`config.mk`:
```
export PLATFORM = sky130hd
export DESIGN_NAME = vector_reg_file_lanes
export DESIGN_NICKNAME = d
export VERILOG_FILES = /design/src/rtl/vector_reg_file_lanes.sv
export SDC_FILE = /design/constraint.sdc
export NUM_CORES = 2
export LEC_CHECK = 0
export BUFFER_PORTS_ARGS = -buffer_cell sky130_fd_sc_hd__buf_2
export CAP_MARGIN = 0
export CORE_ASPECT_RATIO = 1.4
export CORE_MARGIN = 4
export CORE_UTILIZATION = 55
export CTS_CLUSTER_SIZE = 12
export DETAILED_ROUTE_END_ITERATION = 10
export PLACE_DENSITY = 0.74
export SYNTH_ARGS = -nofsm -noshare
export SYNTH_HDL_FRONTEND = slang
export SYNTH_SLANG_ARGS = --single-unit
```
`constraint.sdc`:
```
create_clock -name clk -period 2.3 [get_ports clk]
set_input_delay 0.115 -clock clk [delete_from_list [all_inputs] [get_ports clk]]
set_output_delay 0.115 -clock clk [all_outputs]
set_load 0.01 [all_outputs]
```
`src/rtl/vector_reg_file_lanes.sv`:
```
// vector_reg_file_lanes
//   Vector register file of NREGS registers, each LANES lanes of LANE_W bits.
//   Lane i of a register occupies bits [i*LANE_W +: LANE_W] (lane 0 = LSBs).
//   Ports:
//     clk, rst          clock (rising edge) and synchronous active-high reset
//     ra1/ra2, rd1/rd2  two combinational read ports
//     we, wa, wmask, wd full-width write port with per-lane mask
//                       (optionally forwarded to the read ports when BYPASS=1)
//     fill_start/addr   start a lane-serial load into register fill_addr
//     fill_valid/data   one lane per accepted beat (fill_valid & fill_ready)
//     fill_ready        high while the fill engine accepts beats
//     fill_done         one-cycle pulse after the last lane has been written
//     busy              high while a fill is in progress
module vector_reg_file_lanes #(
  parameter int LANES  = 4,
  parameter int LANE_W = 32,
  parameter int NREGS  = 8,
  parameter int BYPASS = 1,
  localparam int AW = $clog2(NREGS),
  localparam int VW = LANES * LANE_W,
  localparam int CW = $clog2(LANES)
) (
  input  logic              clk,
  input  logic              rst,
  input  logic [AW-1:0]     ra1,
  input  logic [AW-1:0]     ra2,
  output logic [VW-1:0]     rd1,
  output logic [VW-1:0]     rd2,
  input  logic              we,
  input  logic [AW-1:0]     wa,
  input  logic [LANES-1:0]  wmask,
  input  logic [VW-1:0]     wd,
  input  logic              fill_start,
  input  logic [AW-1:0]     fill_addr,
  input  logic              fill_valid,
  input  logic [LANE_W-1:0] fill_data,
  output logic              fill_ready,
  output logic              fill_done,
  output logic              busy
);

  typedef enum logic [1:0] {
    S_IDLE,
    S_FILL,
    S_DONE
  } state_e;

  state_e            state_q, state_d;
  logic [CW-1:0]     cnt_q, cnt_d;
  logic [AW-1:0]     fill_reg_q, fill_reg_d;
  logic              fill_ready_q, fill_ready_d;
  logic              fill_done_q, fill_done_d;
  logic              busy_q, busy_d;

  logic [VW-1:0]     mem_q [NREGS];
  logic [VW-1:0]     mem_d [NREGS];

  logic              fill_beat;

  // fill_ready_q mirrors "state is FILL", so this is an accepted beat.
  assign fill_beat = fill_ready_q && fill_valid;

  // ---------------- Storage update ----------------
  // The port write is applied first and the fill beat second, so a fill beat
  // wins any lane both of them target on the same edge.
  always_comb begin
    mem_d = mem_q;
    if (we) begin
      for (int i = 0; i < LANES; i++) begin
        if (wmask[i]) begin
          mem_d[wa][i*LANE_W +: LANE_W] = wd[i*LANE_W +: LANE_W];
        end
      end
    end
    if (fill_beat) begin
      for (int i = 0; i < LANES; i++) begin
        if (cnt_q == CW'(i)) begin
          mem_d[fill_reg_q][i*LANE_W +: LANE_W] = fill_data;
        end
      end
    end
  end

  always_ff @(posedge clk) begin
    if (rst) begin
      for (int r = 0; r < NREGS; r++) begin
        mem_q[r] <= '0;
      end
    end else begin
      mem_q <= mem_d;
    end
  end

  // ---------------- Read ports ----------------
  // Only the write port is forwarded; fill beats become visible next cycle.
  for (genvar gi = 0; gi < LANES; gi++) begin : g_rd_lane
    logic byp1, byp2;
    assign byp1 = (BYPASS != 0) && we && (wa == ra1) && wmask[gi];
    assign byp2 = (BYPASS != 0) && we && (wa == ra2) && wmask[gi];
    assign rd1[gi*LANE_W +: LANE_W] = byp1 ? wd[gi*LANE_W +: LANE_W]
                                           : mem_q[ra1][gi*LANE_W +: LANE_W];
    assign rd2[gi*LANE_W +: LANE_W] = byp2 ? wd[gi*LANE_W +: LANE_W]
                                           : mem_q[ra2][gi*LANE_W +: LANE_W];
  end

  // ---------------- Fill FSM ----------------
  always_comb begin
    state_d    = state_q;
    cnt_d      = cnt_q;
    fill_reg_d = fill_reg_q;
    case (state_q)
      S_IDLE: begin
        if (fill_start) begin
          state_d    = S_FILL;
          cnt_d      = '0;
          fill_reg_d = fill_addr;
        end
      end
      S_FILL: begin
        if (fill_valid) begin
          // Counter holds at LANES-1 on the final beat; it never wraps.
          if (cnt_q == CW'(LANES - 1)) begin
            state_d = S_DONE;
          end else begin
            cnt_d = cnt_q + 1'b1;
          end
        end
      end
      S_DONE: begin
        state_d = S_IDLE;
      end
      default: begin
        state_d = S_IDLE;
      end
    endcase
    // Outputs are decoded from the next state so they can be registered.
    fill_ready_d = (state_d == S_FILL);
    fill_done_d  = (state_d == S_DONE);
    busy_d       = (state_d != S_IDLE);
  end

  always_ff @(posedge clk) begin
    if (rst) begin
      state_q      <= S_IDLE;
      cnt_q        <= '0;
      fill_reg_q   <= '0;
      fill_ready_q <= 1'b0;
      fill_done_q  <= 1'b0;
      busy_q       <= 1'b0;
    end else begin
      state_q      <= state_d;
      cnt_q        <= cnt_d;
      fill_reg_q   <= fill_reg_d;
      fill_ready_q <= fill_ready_d;
      fill_done_q  <= fill_done_d;
      busy_q       <= busy_d;
    end
  end

  assign fill_ready = fill_ready_q;
  assign fill_done  = fill_done_q;
  assign busy       = busy_q;

endmodule

```
==> impl_metrics.tcl <==
set metrics [dict create \
    ys_warn_count 0 \
    final_cell_mix "mux2i_1, a221oi_1, dfxtp_1" \
    gp_congestion 0.934 \
    timing_hold_violations_final 0 \
    finalCriticalPeriod_ps 2420 \
    avgSynthCellArea_um2 11.7 \
    drt_iter0_markers 7348 \
    leakage_uw 0.0315 \
    grt_busiest_layer "met2" \
    worst_slew_pin_slew_ps 1260 \
    synth.distinct_cells 46 \
    routedWlPerCell_um 35.4 \
    clock_skew_ps 40.3 \
    violations "negative setup slack" \
    grt_pass1_vias 57600 \
    syn_nets 5512 \
    totalWireLength_um 254000 \
    cp_max_fo 3 \
    powerDensity_mw_per_mm2 543 \
    drt-pass1-iter-count 8 \
    die_h_um 407 \
    fin_cells 7170 \
    synthArstFlopShare 0 \
    placementRows 146 \
    rsz0062_at_grt "yes" \
    numPlacedInstances 6774 \
    ys_ff_latch 1034 \
    layout_commonest_cell "mux2i_1" \
    dieArea_mm2 0.119 \
    clk_path_buf_depth 3 \
    port_buffers 439 \
    path_clk_slew_ps 70 \
    cts_made_buffers 106 \
    syn_inst 5327 \
    synth-edff-count 0 \
    worstSetupPathType "flop to output pin" \
    grt_start_max_net_pins 116 \
    clock.fmax_ghz 0.414 \
    yosysSeqAreaShare 0.331 \
    hpwl_um 152000 \
    status "finished with violations" \
    final_layout_size_suffix_gt1_frac 0.434 \
    root_buffer "clkbuf_16" \
    io_pins 440 \
    cp.arrival_ps 2300 \
    start_util 0.553 \
    fp.dieW_um 293 \
    grt_pass1_wl_um 371000 \
    reg2reg_slack_ps 40 \
    gr-usage-met1 0.477 \
    cts_max_level 3 \
    startpoint_type "flop" \
    worst_skew_pair.late_latency_ps 750 \
    slew_violations 0 \
    core_area_mm2 0.113 \
    fin_ws_ps -117 \
    setup-tns-final_ps -8580 \
    fin_total_pwr_uw 41700 \
    postRouteAntennaNets 0 \
    syn-cell-area_mm2 0.0625 \
    final_nets 5791 \
    num_vias 56100 \
    hp-class "input pin to flop" \
    use_met2 0.633 \
    area_delta_synth_final_pct 22.8 \
    globalRouteOverflowTotal 0 \
    cp.required_ps 2180 \
    via_per_inst 7.83 \
    cts_tree "built" \
    numClockSinks 1034 \
    setup_viol_count_final 219 \
    ir_worst_vdd_mv 0.651 \
    max_cap_viol_count 0 \
    max_slew_margin 0.157 \
    synth_ff_type "dfxtp_1" \
    route.detailed.drc 0 \
    grt_usage 0.409 \
    antenna_found_initial 18 \
    met3_usage 0.126 \
    end_kind "output pin" \
    period_share 1.05 \
]
## sequential cells by signal, indices dropped and copies added, names as in the netlist
signal      count
busy            1
cnt_q           2
fill_done       1
fill_ready      1
fill_reg_q      3
mem_q        1024
state_q         2
## kinds of logic after synthesis
group / synth area share
compound gates: 0.144
xor+xnor: 0.000840
fa+ha+maj: 0.000800
buf+inv: 0.0613
flops: 0.331
mux: 0.431
simple gates: 0.0312
## per-stage QoR
stage | hold slack (ps) | util | setup slack (ps) | area, um2
finish | 65.1 | 0.679 | -117 | 76800
global route | 102 | 0.679 | -132 | 76800
CTS | 35.5 | 0.676 | -110 | 76500
detailed placement | 444 | 0.598 | 152 | 67600
global placement | 437 | 0.598 | 172 | 67600
floorplan | 251 | - | 386 | 62500
## cell usage after synthesis (3+ instances only)
library cell | instances | area [um2]
a311oi_1 | 65 | 569
and4b_1 | 5 | 50.1
and2_1 | 3 | 18.8
clkbuf_1 | 558 | 2090
a221oi_1 | 919 | 8050
mux2i_1 | 959 | 9600
nor2_2 | 8 | 50.1
buf_2 | 149 | 746
nand2b_1 | 10 | 62.6
nor2b_1 | 4 | 25.0
mux2_2 | 501 | 5640
nor2_1 | 169 | 634
buf_4 | 43 | 323
dfxtp_1 | 1034 | 20700
nand2_1 | 183 | 687
and4bb_2 | 4 | 50.1
ha_1 | 4 | 50.1
a21oi_1 | 8 | 40.0
nand3_1 | 23 | 115
a211oi_1 | 40 | 300
mux2_4 | 11 | 165
and4_1 | 6 | 52.6
buf_6 | 45 | 507
mux4_1 | 12 | 315
mux4_2 | 500 | 11300
xnor2_1 | 6 | 52.6
buf_1 | 28 | 105
## report_power, final
group          switching (uW)  internal (uW)  total (uW)
clock                    7740           9680       17400
sequential                241          18200       18500
combinational            3280           2570        5850
## final cells by class
cell class | count | area (um2)
Clock inverter | 20 | 198
Timing Repair Buffer | 997 | 10300
Antenna cell | 14 | 35.0
Fill cell | 7797 | 36200
Tap cell | 1480 | 1850
Clock buffer | 158 | 3170
Inverter | 2 | 7.51
Sequential cell | 1034 | 21100
Multi-Input combinational cell | 3465 | 40200
## routing by layer
layer	part of all wire	wire length (um)
met4	0.094	24000
met1	0.33	83000
met5	0.00042	107
met3	0.14	35600
met2	0.44	111000
## timing repair
| item | in CTS | in global routing |
|---|---|---|
| gates cloned | 0 | 0 |
| hold buffers | 184 | 0 |
| setup buffers | 7 | 13 |
| pin swaps | 0 | 1 |
| resized for setup | 977 | 133 |
| endpoints found under the hold margin | 1034 | 0 |
| endpoints found under the setup margin | 256 | 258 |
## final timing paths
path,start,end,cells past startpoint
max,mem_q[595],rd1[83],4
min,wa[1],mem_q[388],4
max reg2reg,cnt_q[1],mem_q[808],5
min reg2reg,mem_q[780],mem_q[780],2
## critical path, cell delays in order, from the launching register on
cell	delay [ps]
dfxtp_2	320
mux4_2	470
mux2_4	320
mux2_4	310
buf_6	130
Power figures use the tool's default switching activity.
